===== config.mk =====
export PLATFORM = sky130hd
export DESIGN_NAME = cpu_step_ctrl
export DESIGN_NICKNAME = d
export VERILOG_FILES = /design/src/rtl/cpu_step_ctrl_pkg.sv /design/src/rtl/cpu_step_ctrl_sync_debounce.sv /design/src/rtl/cpu_step_ctrl.sv
export SDC_FILE = /design/constraint.sdc
export NUM_CORES = 1
export LEC_CHECK = 0
export ABC_AREA = 1
export CAP_MARGIN = 25
export CORE_AREA = 2 2 88 107
export CTS_CLUSTER_DIAMETER = 30
export CTS_CLUSTER_SIZE = 28
export DETAILED_ROUTE_END_ITERATION = 8
export DIE_AREA = 0 0 90 109
export GPL_TIMING_DRIVEN = 0
export PLACE_DENSITY_LB_ADDON = 0.08
export SLEW_MARGIN = 20
export SYNTH_ARGS = -nofsm -noshare
export SYNTH_HDL_FRONTEND = slang
export SYNTH_SLANG_ARGS = --single-unit

===== constraint.sdc =====
create_clock -name mclk -period 3.82 [get_ports mclk]
set_clock_uncertainty 0.2 [all_clocks]
set_input_delay 0.382 -clock mclk [delete_from_list [all_inputs] [get_ports mclk]]
set_output_delay 0.382 -clock mclk [all_outputs]
set_load 0.02 [all_outputs]

===== src/rtl/cpu_step_ctrl_pkg.sv =====
// Shared definitions for the CPU step controller: FSM encoding and the
// saturating step counter.
package cpu_step_ctrl_pkg;

  typedef enum logic [1:0] {
    ST_MANUAL = 2'd0,
    ST_RUN    = 2'd1,
    ST_HALTED = 2'd2
  } state_e;

  localparam int STEP_CNT_W = 16;
  localparam logic [STEP_CNT_W-1:0] STEP_CNT_MAX = '1;

  function automatic logic [STEP_CNT_W-1:0] sat_inc(input logic [STEP_CNT_W-1:0] v);
    return (v == STEP_CNT_MAX) ? v : v + STEP_CNT_W'(1);
  endfunction

endpackage


===== src/rtl/cpu_step_ctrl_sync_debounce.sv =====
// Two-flop synchronizer followed by a counter debouncer for one raw board input.
// The stable value flips only after the synced input has differed for DEBOUNCE_CYCLES cycles.
module sync_debounce #(
  parameter int DEBOUNCE_CYCLES = 1000000,
  parameter int DB_CNT_W        = 20
) (
  input  logic mclk,
  input  logic clr,
  input  logic async_in,
  output logic stable_out
);

  localparam logic [DB_CNT_W-1:0] CNT_LAST = DB_CNT_W'(DEBOUNCE_CYCLES - 1);

  logic                sync1_q, sync2_q;
  logic                stable_q, stable_d;
  logic [DB_CNT_W-1:0] cnt_q, cnt_d;

  always_comb begin
    stable_d = stable_q;
    cnt_d    = '0;
    if (sync2_q != stable_q) begin
      if (cnt_q == CNT_LAST) begin
        stable_d = ~stable_q;
      end else begin
        cnt_d = cnt_q + DB_CNT_W'(1);
      end
    end
  end

  always_ff @(posedge mclk or negedge clr) begin
    if (!clr) begin
      sync1_q  <= 1'b0;
      sync2_q  <= 1'b0;
      stable_q <= 1'b0;
      cnt_q    <= '0;
    end else begin
      sync1_q  <= async_in;
      sync2_q  <= sync1_q;
      stable_q <= stable_d;
      cnt_q    <= cnt_d;
    end
  end

  assign stable_out = stable_q;

endmodule


===== src/rtl/cpu_step_ctrl.sv =====
// CPU clock-enable generator: manual single-step, divided free-run, and a
// sticky halt requested by the core.
module cpu_step_ctrl
  import cpu_step_ctrl_pkg::*;
#(
  parameter int DEBOUNCE_CYCLES = 1000000,
  parameter int DB_CNT_W        = 20,
  parameter int RUN_DIV_LOG2    = 26
) (
  input  logic                  mclk,
  input  logic                  clr,
  input  logic                  btn_step,
  input  logic                  sw_run,
  input  logic                  halt,
  output logic                  cpu_en,
  output logic                  run_mode,
  output logic                  halted,
  output logic [STEP_CNT_W-1:0] step_cnt
);

  logic btn_db, sw_db;

  sync_debounce #(
    .DEBOUNCE_CYCLES(DEBOUNCE_CYCLES),
    .DB_CNT_W       (DB_CNT_W)
  ) u_btn_db (
    .mclk      (mclk),
    .clr       (clr),
    .async_in  (btn_step),
    .stable_out(btn_db)
  );

  sync_debounce #(
    .DEBOUNCE_CYCLES(DEBOUNCE_CYCLES),
    .DB_CNT_W       (DB_CNT_W)
  ) u_sw_db (
    .mclk      (mclk),
    .clr       (clr),
    .async_in  (sw_run),
    .stable_out(sw_db)
  );

  state_e                  state_q, state_d;
  logic                    btn_prev_q, btn_prev_d;
  logic                    req_q, req_d;
  logic [RUN_DIV_LOG2-1:0] presc_q, presc_d;
  logic                    cpu_en_q, cpu_en_d;
  logic [STEP_CNT_W-1:0]   step_cnt_q, step_cnt_d;

  // The prescaler only counts while RUN persists, so entering RUN always starts it from zero.
  always_comb begin
    btn_prev_d = btn_db;
    req_d      = btn_db & ~btn_prev_q;
    state_d    = state_q;
    presc_d    = '0;
    cpu_en_d   = 1'b0;
    step_cnt_d = cpu_en_q ? sat_inc(step_cnt_q) : step_cnt_q;
    if (halt) begin
      state_d = ST_HALTED;
    end else begin
      case (state_q)
        ST_MANUAL: begin
          if (sw_db) state_d = ST_RUN;
          else       cpu_en_d = req_q;
        end
        ST_RUN: begin
          if (!sw_db) begin
            state_d = ST_MANUAL;
          end else begin
            presc_d  = presc_q + RUN_DIV_LOG2'(1);
            cpu_en_d = &presc_q;
          end
        end
        ST_HALTED: state_d = ST_HALTED;
        default:   state_d = ST_MANUAL;
      endcase
    end
  end

  always_ff @(posedge mclk or negedge clr) begin
    if (!clr) begin
      state_q    <= ST_MANUAL;
      btn_prev_q <= 1'b0;
      req_q      <= 1'b0;
      presc_q    <= '0;
      cpu_en_q   <= 1'b0;
      step_cnt_q <= '0;
    end else begin
      state_q    <= state_d;
      btn_prev_q <= btn_prev_d;
      req_q      <= req_d;
      presc_q    <= presc_d;
      cpu_en_q   <= cpu_en_d;
      step_cnt_q <= step_cnt_d;
    end
  end

  assign cpu_en   = cpu_en_q;
  assign run_mode = (state_q == ST_RUN);
  assign halted   = (state_q == ST_HALTED);
  assign step_cnt = step_cnt_q;

endmodule


# --- Yosys cells after proc, flatten, opt, wreduce, memory -nomap -nowiden ---
# Index checks and enable logic that the tools add are counted.
totals:
  register_bits: 93
  input_bits: 5
  wordCells: 53
op_classes:
  n_eq_ne: 9
  mux: 15
  bitwise: 5
  reduce_logical: 6
  add_sub_neg: 4
ops:
  columns: ["cell", "count"]
  rows:
  - ["20-bit 2-to-1 mux", 4]
  - ["26-bit 2-to-1 mux", 3]
  - ["20-bit by 1-bit adder with 20-bit output, second input constant", 2]
  - ["20-bit == test, second input constant", 2]
  - ["26-bit by 1-bit adder with 26-bit output, second input constant", 1]
  - ["26-bit AND reduction", 1]
  - ["16-bit by 1-bit adder with 16-bit output, second input constant", 1]
  - ["16-bit == test, second input constant", 1]
  - ["2-bit AND reduction", 4]
  - ["2-bit 2-to-1 mux", 3]
  - ["2-bit one-hot mux with 3 select lines", 1]
  - ["1-bit NOT", 4]
  - ["1-bit 2-to-1 mux", 3]
  - ["3-bit by 2-bit inequality test with 1-bit output, second input constant", 1]
  - ["3-bit inequality test, second input constant", 1]
  - ["2-bit by 1-bit == test with 1-bit output, second input constant", 1]
  - ["2-bit == test, second input constant", 1]
  - ["2-bit zero test", 1]
  - ["1-bit inequality test", 2]
  - ["1-bit one-hot mux with 2 select lines", 1]
  - ["1-bit bitwise AND", 1]

# --- Depth between registers and ports, before layout ---
depth:
  ltp_word: 4
  ltp_mapped: 9
  depth_no_buf: 9

# --- Modules after synthesis ---
# A second synthesis with hierarchy kept.
hier_totals:
  cells_unflattened: 678
  area_unflattened_um2: 5218.8
modules_own_cells:
  columns: ["mod", "seq_area_each_um2", "n_inst", "area_each_um2", "cells_per_inst"]
  rows:
  - ["cpu_step_ctrl", 1176.1, 1, 2643.8, 356]
  - ["sync_debounce", 575.6, 2, 1287.5, 161]

# --- Worst setup path after synthesis ---
# OpenSTA, ideal clock, no wires.
synth_path:
  path_kind: "flip-flop to flip-flop"
  from: "register step_cnt_q[0], in the netlist step_cnt[0]"
  to: "register step_cnt_q[8], in the netlist step_cnt[8]"
  n_path_buf: 1
  stages_incl_launch_ff: 10
  t_arrival_ps: 1536
  required_ps: 3503
  slack_ps: 1967
  setup_ps: 117
  cell_sequence: "dfrtp_1 -> ha_1 -> nand3_2 -> nor3_4 -> nand2_2 -> nand2_2 -> nand2_4 -> buf_6 -> nand3_1 -> nand2_1"
synth_via:
  elab_chain_cells: 3
  elab_cells_between_ends: 4
  classes_between: "1 x add/sub; 1 x eq/ne; 1 x bitwise; 1 x reduce/logical"
synth_rtl:
  columns: ["element", "line_no", "rtl"]
  rows:
  - ["from (decl)", "cpu_step_ctrl.sv:48", "logic [STEP_CNT_W-1:0] step_cnt_q, step_cnt_d;"]
  - ["from (signal assigned)", "cpu_step_ctrl.sv:94", "step_cnt_q <= step_cnt_d;"]
  - ["parallel branches: the longest is 3 deep, another holds 16-bit by 1-bit adder with 16-bit output", null, null]
# Several ways; the timed one is not identified.
# A chain may end at the register's enable or synchronous reset.

# --- Worst setup path after layout ---
layout_path:
  from: "register state_q[1]"
  to: "output halted"
layout_via:
  elab_chain_cells: 1
layout_rtl:
  columns: ["element", "line_no", "rtl"]
  rows:
  - ["from (decl)", "cpu_step_ctrl.sv:43", "state_e state_q, state_d;"]
  - ["from (signal assigned)", "cpu_step_ctrl.sv:89", "state_q <= state_d;"]
  - ["2-bit == test", "cpu_step_ctrl.sv:100", "assign halted = (state_q == ST_HALTED);"]
  - ["to (decl)", "cpu_step_ctrl.sv:17", "output logic halted,"]
# No other way between the ends.

==> metrics.md <==
| Metric | Value |
|---|---|
| Post-cts resize count | `0` |
| Die Wd | `90 um` |
| Commonest cells post-synth | `nand2_1, nor2_1, dfrtp_1, inv_1, nand3_1` |
| Pwr per Cell Area | `319 nW/um^2` |
| Syn nets | `647` |
| R2r endpoint | `step_cnt[9]` |
| Post-DP HPWL | `7.09 mm` |
| Via/cell ratio | `5.15` |
| Cells after DPL | `roughly 780` |
| Largest net degree at the start of global routing | `50` |
| Core Box Area | `~8800 sq um` |
| Post-DP Area | `between 5000 and 6000 sq um` |
| Seq cells post-synth | `93` |
| WL final | `9.72 mm` |
| Initial DRC Count | `195` |
| Ys flop type | `dfrtp_1` |
| Setup CP Type | `reg -> out` |
| Via count | `4117` |
| IO Port Bufs | `23` |
| Synth Area per Inst | `7.72 sq um` |
| Max_slew headroom | `71.1%` |
| Final Hold Viols | `0` |
| First-pass DRT Iterations | `5` |
| Static Leak | `2.33 nW` |
| Worst path arrival time | `1.60 ns` |
| Origin of the critical flop-to-flop path | `step_cnt[0]` |
| Final instance area | `5560 sq um` |
| CP required | `3.24 ns` |
| Yosys top cell area share | `47.2%` |
| Ports | `24` |
| Gpl congestion | `0.898` |
| CP Launch Type | `flop` |
| Outcome | `complete, no violations` |
| Fin crit share | `57.1%` |
| DR DRC count | `0` |
| Syn. warnings | `0` |
| Worst-Margin Slew | `0.430 ns` |
| CP startpoint | `state_q[1]` |
| Starting Density | `55.7%` |
| First-pass GRT wire length | `17.0 mm` |
| CTS root buf | `clkbuf_8` |
| Mapped Area | `4930 sq um` |
| Power, Total | `1.77 mW` |
| Vias in the first global route | `3890` |
| Mean routed wirelength per cell | `12.2 um` |
| Chip Height | `109 um` |
| Cell taking the most area after synthesis | `dfrtp_1` |
| Final std cells w/o fill | `799` |
| RSZ-0062 raised after global routing | `false` |
| CTS clk-pin slew, worst paths | `0.09 ns` |
| Number of max-cap violations | `0` |
| Fin crit period | `2.18 ns` |
| R2R Setup Slk | `~1.8 ns` |
| Number of enable flip-flop cells after synthesis | `0` |
| Top-count cell post-synth | `nand2_1` |
| CTS HTree Levels | `3` |
| Antenna-violating nets left | `0` |
| GRT Util Overall | `21.1%` |
| Setup slack after layout | `1.64 ns` |
| DP Worst Slack | `1.76 ns` |
| CTS Buffer Depth | `2` |
| Die Area | `9810 sq um` |
| TritonCTS Sinks | `93` |
| Fmax | `459 MHz` |
| R2R depth | `9` |
| Storage cell area | `2330 sq um` |
| Fillcell total | `795` |
| Synth area leaders | `dfrtp_1, nand2_1, nor2_1, inv_1, nand3_1` |
| CP Capture Type | `primary output` |
| ANT cells | `0` |
| Hold path depth | `0` |
| Maximum vdd drop | `between 0.00015 and 0.0002 V` |
| Worst-Skew Late Latency | `0.36 ns` |
| Congestion Overflow GR | `0` |
| Endpoints failing setup | `0` |
| Area grow syn2layout | `12.9%` |
| Fin nets | `683` |
| HP Class | `reg -> reg` |
| CTS buffer count | `9` |
| Register area share after synthesis | `47.2%` |
| Setup TNS | `0 ns` |
| Initial antenna violation count | `0` |
| CTS tree | `yes` |
| Min-delay src | `u_btn_db.sync1_q` |
| Multi-input gate area | `2290 sq um` |
| Hold_ws | `0.160 ns` |
| Cell Rows | `38` |
| Utilization after layout | `62.9%` |
| Post-synth ARST share | `100%` |
| Fin. max-slew vios | `0` |
| Fraction of layout cells with a size suffix above 1 | `approximately 8%` |
| Crit-path max FO | `4` |
| Hold Path End | `u_btn_db.sync2_q` |
| Mapped Cells | `638` |
| Netlist cell types | `32` |
-- where the power goes --
group	total (mW)	leakage, nW	internal, mW	switching [mW]
Combinational	0.0504	0.945	0.0158	0.0346
Sequential	0.997	1.28	0.991	0.00578
Clock	0.725	0.107	0.369	0.356
-- layout make-up --
| cell class | instances | share of cell area (%) |
|---|---|---|
| buffer | 3 | 0.608 |
| inverter | 73 | 4.95 |
| tap | 120 | 2.70 |
| clock buffer | 10 | 2.30 |
| sequential | 93 | 41.9 |
| timing repair buffer | 25 | 4.84 |
| multi-input combinational | 469 | 41.2 |
| clock inverter | 6 | 1.55 |
-- critical path: stages, from the launching register on --
cell	delay (ns)
dfrtp_1	0.42
inv_1	0.07
nor2_1	0.11
clkdlybuf4s50_1	0.64
-- layer usage --
| layer | global-route usage [%] | vias up | share of wire [%] |
|---|---|---|---|
| met5 | 0 | - | 0 |
| met4 | 8.46 | 0 | 1.5 |
| met3 | 2.42 | 12 | 2.7 |
| met2 | 37.5 | 70 | 50 |
| met1 | 26.6 | 1938 | 46 |
| li1 | - | 2097 | - |
-- state kept, by name, summed over array words and instances (netlist names) --
| register | flops |
|---|---|
| presc_q | 26 |
| u_btn_db.cnt_q | 20 |
| u_sw_db.cnt_q | 20 |
| step_cnt | 16 |
| state_q | 2 |
| btn_prev_q | 1 |
| cpu_en | 1 |
| req_q | 1 |
| u_btn_db.stable_out | 1 |
| u_btn_db.sync1_q | 1 |
| u_btn_db.sync2_q | 1 |
| u_sw_db.stable_out | 1 |
| u_sw_db.sync1_q | 1 |
| u_sw_db.sync2_q | 1 |
-- cells in the final DEF, fill, tap and decap left out, types with 5 or more instances in the layout --
cell type	instances
nor2_2	5
o21ai_0	13
xnor2_1	8
dfrtp_1	93
clkbuf_8	9
o21ai_2	5
inv_1	68
nand2_1	154
nor2_1	122
nand4_1	14
o21ai_1	5
clkdlybuf4s50_1	22
nand2_2	8
nand3_1	42
nor3_1	20
a21oi_1	28
xor2_1	22
-- worst max path at each step --
stage | slack (ns) | endpoint | depth (start not counted)
floorplan | 1.97 | step_cnt[8] | 9
global placement | -1.28 | u_sw_db.cnt_q[17] | 1
detailed placement | 1.76 | presc_q[18] | 7
CTS | 1.61 | halted | 3
global route | 1.53 | halted | 3
finish | 1.64 | halted | 3
-- logic make-up (layout without fill, tap and decap cells) --
family | after synthesis | in the layout | synth area share (%)
xor gates and xnor gates | 30 | 30 | 5.33
adders and majority gates | 4 | 4 | 1.02
and+or+nand+nor | 382 | 382 | 34.3
buffers and inverters | 76 | 117 | 6.27
DFF | 93 | 93 | 47.2
AOI/OAI and AO/OA | 53 | 53 | 5.84
-- what timing repair did --
action | 4_1_cts | 5_1_grt
hold endpoints to repair | 44 | 0
setup buffers | 0 | 0
hold buffers | 1 | 0
No activity file was read; power rests on OpenSTA's default activity.
